File: config.mk
export PLATFORM = sky130hd
export DESIGN_NAME = l1_mem_arbiter
export DESIGN_NICKNAME = d
export VERILOG_FILES = /design/src/rtl/l1_mem_arbiter.sv
export SDC_FILE = /design/constraint.sdc
export NUM_CORES = 1
export LEC_CHECK = 0
export CAP_MARGIN = 20
export CORE_AREA = 2 2 543 545
export DETAILED_ROUTE_END_ITERATION = 8
export DIE_AREA = 0 0 545 547
export GPL_ROUTABILITY_DRIVEN = 0
export SLEW_MARGIN = 10
export SYNTH_ARGS = -nofsm -noshare
export SYNTH_HDL_FRONTEND = slang
export SYNTH_SLANG_ARGS = --single-unit
export TNS_END_PERCENT = 1
File: constraint.sdc
create_clock -name CLK -period 26.3 [get_ports CLK]
set_input_delay 2.63 -clock CLK [delete_from_list [all_inputs] [get_ports CLK]]
set_output_delay 2.63 -clock CLK [all_outputs]
set_load 0.05 [all_outputs]
File: src/rtl/l1_mem_arbiter.sv
// l1_mem_arbiter: shares one line-wide memory port between icache fills and dcache fills/writebacks.
// Optional macro ARB_ROUND_ROBIN_EN: alternate grants on contention instead of fixed dcache priority.
`timescale 1ns/1ps
module l1_mem_arbiter #(
  parameter int unsigned LINE_BITS      = 256,
  parameter int unsigned TIMEOUT_CYCLES = 255
) (
  input  logic                 CLK,
  input  logic                 RESET,
  input  logic                 ic_req,
  input  logic [31:0]          ic_address,
  output logic [LINE_BITS-1:0] ic_data,
  output logic                 ic_valid,
  input  logic                 dc_req,
  input  logic                 dc_we,
  input  logic [31:0]          dc_address,
  input  logic [LINE_BITS-1:0] dc_wdata,
  output logic [LINE_BITS-1:0] dc_data,
  output logic                 dc_valid,
  output logic                 mem_req,
  output logic                 mem_we,
  output logic [31:0]          mem_address,
  output logic [LINE_BITS-1:0] mem_wdata,
  input  logic [LINE_BITS-1:0] mem_data,
  input  logic                 mem_valid,
  output logic                 timeout_err
);

  localparam int unsigned WAIT_W    = 8;
  localparam logic [31:0] LINE_MASK = 32'hFFFF_FFE0;
  localparam logic [WAIT_W-1:0] WAIT_LAST = WAIT_W'(TIMEOUT_CYCLES - 1);

  typedef enum logic [1:0] {IDLE, BUSY, DONE} state_t;

  state_t            state;
  logic              grant_dc;
  logic [WAIT_W-1:0] wait_cnt;
  logic              pick_dc_c;

`ifdef ARB_ROUND_ROBIN_EN
  logic last_dc;

  // On contention the requester not served last wins; reset value favours dcache first.
  assign pick_dc_c = dc_req && !(ic_req && last_dc);

  always_ff @(posedge CLK or posedge RESET) begin
    if (RESET) begin
      last_dc <= 1'b0;
    end else if (state == IDLE && (ic_req || dc_req)) begin
      last_dc <= pick_dc_c;
    end
  end
`else
  assign pick_dc_c = dc_req;
`endif

  always_ff @(posedge CLK or posedge RESET) begin
    if (RESET) begin
      state       <= IDLE;
      grant_dc    <= 1'b0;
      wait_cnt    <= '0;
      mem_req     <= 1'b0;
      mem_we      <= 1'b0;
      mem_address <= '0;
      mem_wdata   <= '0;
      ic_data     <= '0;
      dc_data     <= '0;
      ic_valid    <= 1'b0;
      dc_valid    <= 1'b0;
      timeout_err <= 1'b0;
    end else begin
      ic_valid <= 1'b0;
      dc_valid <= 1'b0;
      unique case (state)
        IDLE: begin
          if (ic_req || dc_req) begin
            grant_dc    <= pick_dc_c;
            mem_req     <= 1'b1;
            mem_we      <= pick_dc_c & dc_we;
            mem_address <= (pick_dc_c ? dc_address : ic_address) & LINE_MASK;
            mem_wdata   <= pick_dc_c ? dc_wdata : '0;
            wait_cnt    <= '0;
            state       <= BUSY;
          end
        end
        BUSY: begin
          if (mem_valid) begin
            mem_req <= 1'b0;
            mem_we  <= 1'b0;
            if (grant_dc) begin
              dc_data  <= mem_data;
              dc_valid <= 1'b1;
            end else begin
              ic_data  <= mem_data;
              ic_valid <= 1'b1;
            end
            state <= DONE;
          end else if (wait_cnt == WAIT_LAST) begin
            // Memory never answered: abandon the transaction without a valid pulse.
            mem_req     <= 1'b0;
            mem_we      <= 1'b0;
            timeout_err <= 1'b1;
            state       <= DONE;
          end else begin
            wait_cnt <= wait_cnt + WAIT_W'(1);
          end
        end
        DONE: begin
          state <= IDLE;
        end
        default: begin
          state <= IDLE;
        end
      endcase
    end
  end

endmodule
* Yosys cells after proc, flatten, opt, wreduce, memory -nomap -nowiden *
Cells that the tools add are included.

word-level totals
  register bits = 811
  input bits = 582
  logic and storage cells = 54

operators by class
  $add $sub $neg = 1
  equal/unequal tests = 6
  mux-type cells = 22
  bitwise gates (word level) = 3
  reduce and logical (&&, ||, !) cells = 10

operator list
  kind                                                                   number
  256-bit two-way mux                                                    1
  32-bit two-way mux                                                     1
  8-bit two-way mux                                                      3
  8-bit case mux with 2 select lines                                     1
  3-bit AND reduction                                                    4
  1-bit two-way mux                                                      10
  8-bit by 1-bit adder with 8-bit output, second input constant          1
  8-bit equality test, second input constant                             1
  2-bit two-way mux                                                      3
  2-bit != test, second input constant                                   3
  1-bit case mux with 2 select lines                                     2
  2-bit case mux with 2 select lines                                     1
  2-bit AND reduction                                                    2
  4-bit AND reduction                                                    1
  3-bit != test, second input constant                                   1
  2-bit by 1-bit equality test with 1-bit output, second input constant  1
  2-bit zero test                                                        1
  1-bit NOT                                                              2
  2-bit nonzero test                                                     1
  1-bit bitwise AND                                                      1
  1-bit logical OR                                                       1

* Logic depth before layout (Yosys ltp) *
  word-level depth = 4
  gate-level depth with buffers = 7
  mapped depth without buffers = 7

* Worst setup path before layout *
Ideal clock, no wire load.

  path type = input to register
  start = in mem_valid
  end = reg ic_data[100]
  setup time = 0.127 ns
  arrival time = 3.468 ns
  required time = 26.173 ns
  setup slack = 22.704 ns
  stages on the path = 5
  path through = nand2_1 -> nor2_4 -> buf_4 -> buf_6 -> mux2_1

between the ends
  word-level cells in the longest chain between the ends = 1

ends and longest elaborated chain
  element                        RTL line  RTL
  start: declaration             25        input logic mem_valid,
  3-bit AND reduction (no line)  -
  end signal: assignment         94        ic_data <= mem_data;
  end: declaration               12        output logic [LINE_BITS-1:0] ic_data,

Every way passes these cells.
A chain may end at the register's enable or synchronous reset.

==> impl_results.md <==
- Setup bufs post-CTS: 0
- Clock tree buffer depth: 4
- WP buf/inv: 8
- Post-synth EDFFs: 0
- Flops & latches, synth: 811
- Crit path from: RESET
- Yosys top cell area share: 0.674
- Post-CTS Resized: 0
- Setup_tns: 0 ps
- Starting density of the core: 0.103
- Non-Filler Instances: roughly 7800
- Overflow after GRT: 0
- Reg power frac: 0.268
- Cell with the largest stage delay on the worst path: buf_4
- Area grow syn2layout: 71.3%
- Pwr/cell area: about 160 nW/um2
- CTS tree: done
- Tightest Pin Transition: 1060 ps
- Pre-antenna DRT Iters: 5
- # port buffers: around 1400
- Core area: a little under 300000 um2
- Crit-path max FO: 75
- Critical path endpoint: ic_data[74]$_DFFE_PP0P_
- RSZ-0062 raised after global routing: no
- FILL cells: 31924
- Hold WC Path Type: flip-flop to flip-flop
- Top Family by Delay on Critical Path: buffers and inverters
- Post-Place Cells: 7560
- Avg Cell Area, Syn: 12.6 um2
- Critical Path Start Type: input pin
- Largest net degree at the start of global routing: around 180
- Clk Latency, worst-skew pair: around 810 ps
- Initial antenna violation count: 190
- Net Sw Frac: 0.501
- Primary FF master, synth: dfrtp_1
- Tot GR Track Use: 0.129
- Via Count: 25396
- Register area share after synthesis: 0.674
- Clock skew: between 30 and 40 ps
- Dominant cell type by area after synthesis: dfrtp_1
- Final setup fails: 0
- Slew Limit Fails: 0
- Die height: between 500 and 600 um
- Status: finished clean
- P_int: between 4 and 5 mW
- WP data required: roughly 27000 ps
- CTS Sinks: between 800 and 900
- Reg2reg path depth: 8
- Final Core Density: 0.176
- Cells after synthesis: 2391
- Period utilisation layout: 0.277
- Ys Warns: 0
- WL final: 200000 um
- Die width: ~550 um
- Vias in the first global route: 25909
- Distinct cells, synth: 38
- Crit-path most repeated cell: buf_4
- Clock Pin Slew Worst Setup and Hold Paths: roughly 60 ps
- Max-Cap Viols: 0
- Vias per cell: 3.26
- Min Clock Period, post-route: between 7000 and 8000 ps
- Maximum VDD drop: approximately 0.096 mV
- R2R setup slack: 22200 ps
- CP arrival: about 8100 ps
- Ratio of cells with drive above 1 in the final layout: 0.0675
- Worst path cell trace: clkdlybuf4s50_1 -> inv_8 -> buf_4 -> buf_4 -> buf_4 -> buf_4 -> buf_4 -> buf_4
- Async SR Flop Fraction: 1.00
- F_max: roughly 140 MHz
- DRT iter0 DRCs: ~1700
- NetSw: roughly 4 mW
- Worst Setup End Kind: async pin
- Die area: ~300000 um2
- Final net count: between 4000 and 5000
- Reg2reg end: ic_data[43]$_DFFE_PP0P_
- Number of routed nets with antenna violations: 0
- Static Leakage: around 22 nW
- First-pass GRT wire length: 254000 um
- FP Rows: just under 200
- CP Class: input pin to async pin
- Hold WS: about 460 ps
- R2r startpoint: state[1]$_DFFE_PP0P_
- CP Depth: 8
- Clock Root Buffer: clkbuf_16
- Mapped cell area: between 30000 and 40000 um2
- Slew headroom: 0.292
- Clk pwr share: 0.174
- Final hold violations: 0
- Detailed Place HPWL: 168000 um
- Comb pwr share: 0.558
- CTS buffer count: just under 100
- Number of remaining DRC errors: 0
- CTS Hold Bufs: 0
- I/O Pins: between 1000 and 1500
- Largest cells by area after synthesis: dfrtp_1 (67%), nand2_1 (10%), mux2_1 (7.5%), a22o_1 (7.4%), mux2_2 (2.1%)
- H-tree depth: 3
- Max incr delay on CP: 830 ps
- WL/cell: 25.7 um
[cell families after synthesis]
family | after synthesis | share of synthesized area
compound gates | 304 | 0.0834
xor+xnor | 2 | 0.000582
fa+ha+maj | 2 | 0.000831
buf+inv | 162 | 0.0312
flops | 811 | 0.674
mux | 283 | 0.105
other cells | 1 | 0.000125
simple gates | 826 | 0.105
[synth_stat cells, drive strengths merged (2+ instances only)]
cell type / number
dfrtp: 811
nand2: 800
a22o: 256
mux2: 256
buf: 144
o21ai: 36
mux2i: 27
clkbuf: 13
nand3: 11
inv: 5
nor2: 5
a21o: 3
a21oi: 2
and2: 2
and3: 2
ha: 2
o21a: 2
[placed cells by master (no fill, tap or decap), types with 3 or more instances in the layout]
master / n
inv_8: 5
clkbuf_16: 99
clkbuf_1: 21
conb_1: 5
o21ai_0: 33
dfrtp_1: 811
mux2_2: 56
nor2_1: 4
clkinv_2: 14
clkinvlp_4: 4
inv_6: 3
mux2i_1: 27
mux2_1: 200
nand3_1: 10
a22o_1: 256
a21o_1: 3
clkdlybuf4s50_1: 1367
buf_12: 3
inv_1: 3
buf_4: 32
diode_2: 47
bufinv_16: 5
clkbuf_8: 24
inv_16: 3
nand2_1: 800
[per-stage QoR]
stage	setup WS, ps	instance area (um2)	power [mW]
floorplan	893	30100	4.83
global placement	18020	48100	6.66
detailed placement	17920	48100	6.71
CTS	18780	51400	8.17
global route	18200	51500	8.37
finish	19010	51600	8.04
[layer usage]
layer | vias up | global-route usage | wire, um | part of all wire
met2 | 1447 | 0.201 | 87900 | 0.44
li1 | 10863 | - | - | -
met3 | 483 | 0.0832 | 30800 | 0.15
met5 | - | 0 | 852 | 0.0043
met4 | 130 | 0.0621 | 10700 | 0.054
met1 | 12473 | 0.133 | 69700 | 0.35
[registers in the layout, indices dropped and copies added (netlist names)]
signal and flops:
mem_req 1, mem_we 1, ic_data 256, dc_valid 1
timeout_err 1, ic_valid 1, wait_cnt 8, grant_dc 1
mem_wdata 256, mem_address 27, state 2, dc_data 256
[worst reg2reg max path, stage by stage, from the launching register on]
cell	delay, ps
dfrtp_1	460
nor2b_4	240
nand2_1	120
nor2_4	340
buf_12	260
buf_4	490
buf_4	720
buf_4	860
mux2_1	490
[power by group through the flow]
stage / Sequential, mW / Clock (mW) / Combinational, mW
floorplan: 4.08 / 0 / 0.753
global placement: 2.15 / 0 / 4.52
detailed placement: 2.16 / 0 / 4.55
CTS: 2.15 / 1.46 / 4.56
finish: 2.15 / 1.40 / 4.49
global route: 2.22 / 1.50 / 4.66
[worst min-delay path by stage]
stage | from | end | slack, ps | cells after the start
floorplan | wait_cnt[7]$_DFFE_PP0P_ | wait_cnt[7]$_DFFE_PP0P_ | 490 | 1
global placement | timeout_err$_DFFE_PP0P_ | timeout_err$_DFFE_PP0P_ | 450 | 1
detailed placement | timeout_err$_DFFE_PP0P_ | timeout_err$_DFFE_PP0P_ | 450 | 1
CTS | timeout_err$_DFFE_PP0P_ | timeout_err$_DFFE_PP0P_ | 460 | 1
global route | timeout_err$_DFFE_PP0P_ | timeout_err$_DFFE_PP0P_ | 480 | 1
finish | timeout_err$_DFFE_PP0P_ | timeout_err$_DFFE_PP0P_ | 460 | 1
[layout make-up]
type | instances | area (um2) | share of cell area
Tap cell | 3919 | 4900 | 0.0951
Multi-Input combinational cell | 1422 | 8910 | 0.173
Timing Repair Buffer | 1405 | 14000 | 0.272
Clock inverter | 33 | 379 | 0.00735
Antenna cell | 47 | 118 | 0.00228
Sequential cell | 811 | 20300 | 0.394
Clock buffer | 144 | 2890 | 0.0560
Inverter | 5 | 33.8 | 0.000655
(Power assumes the default switching activity.)
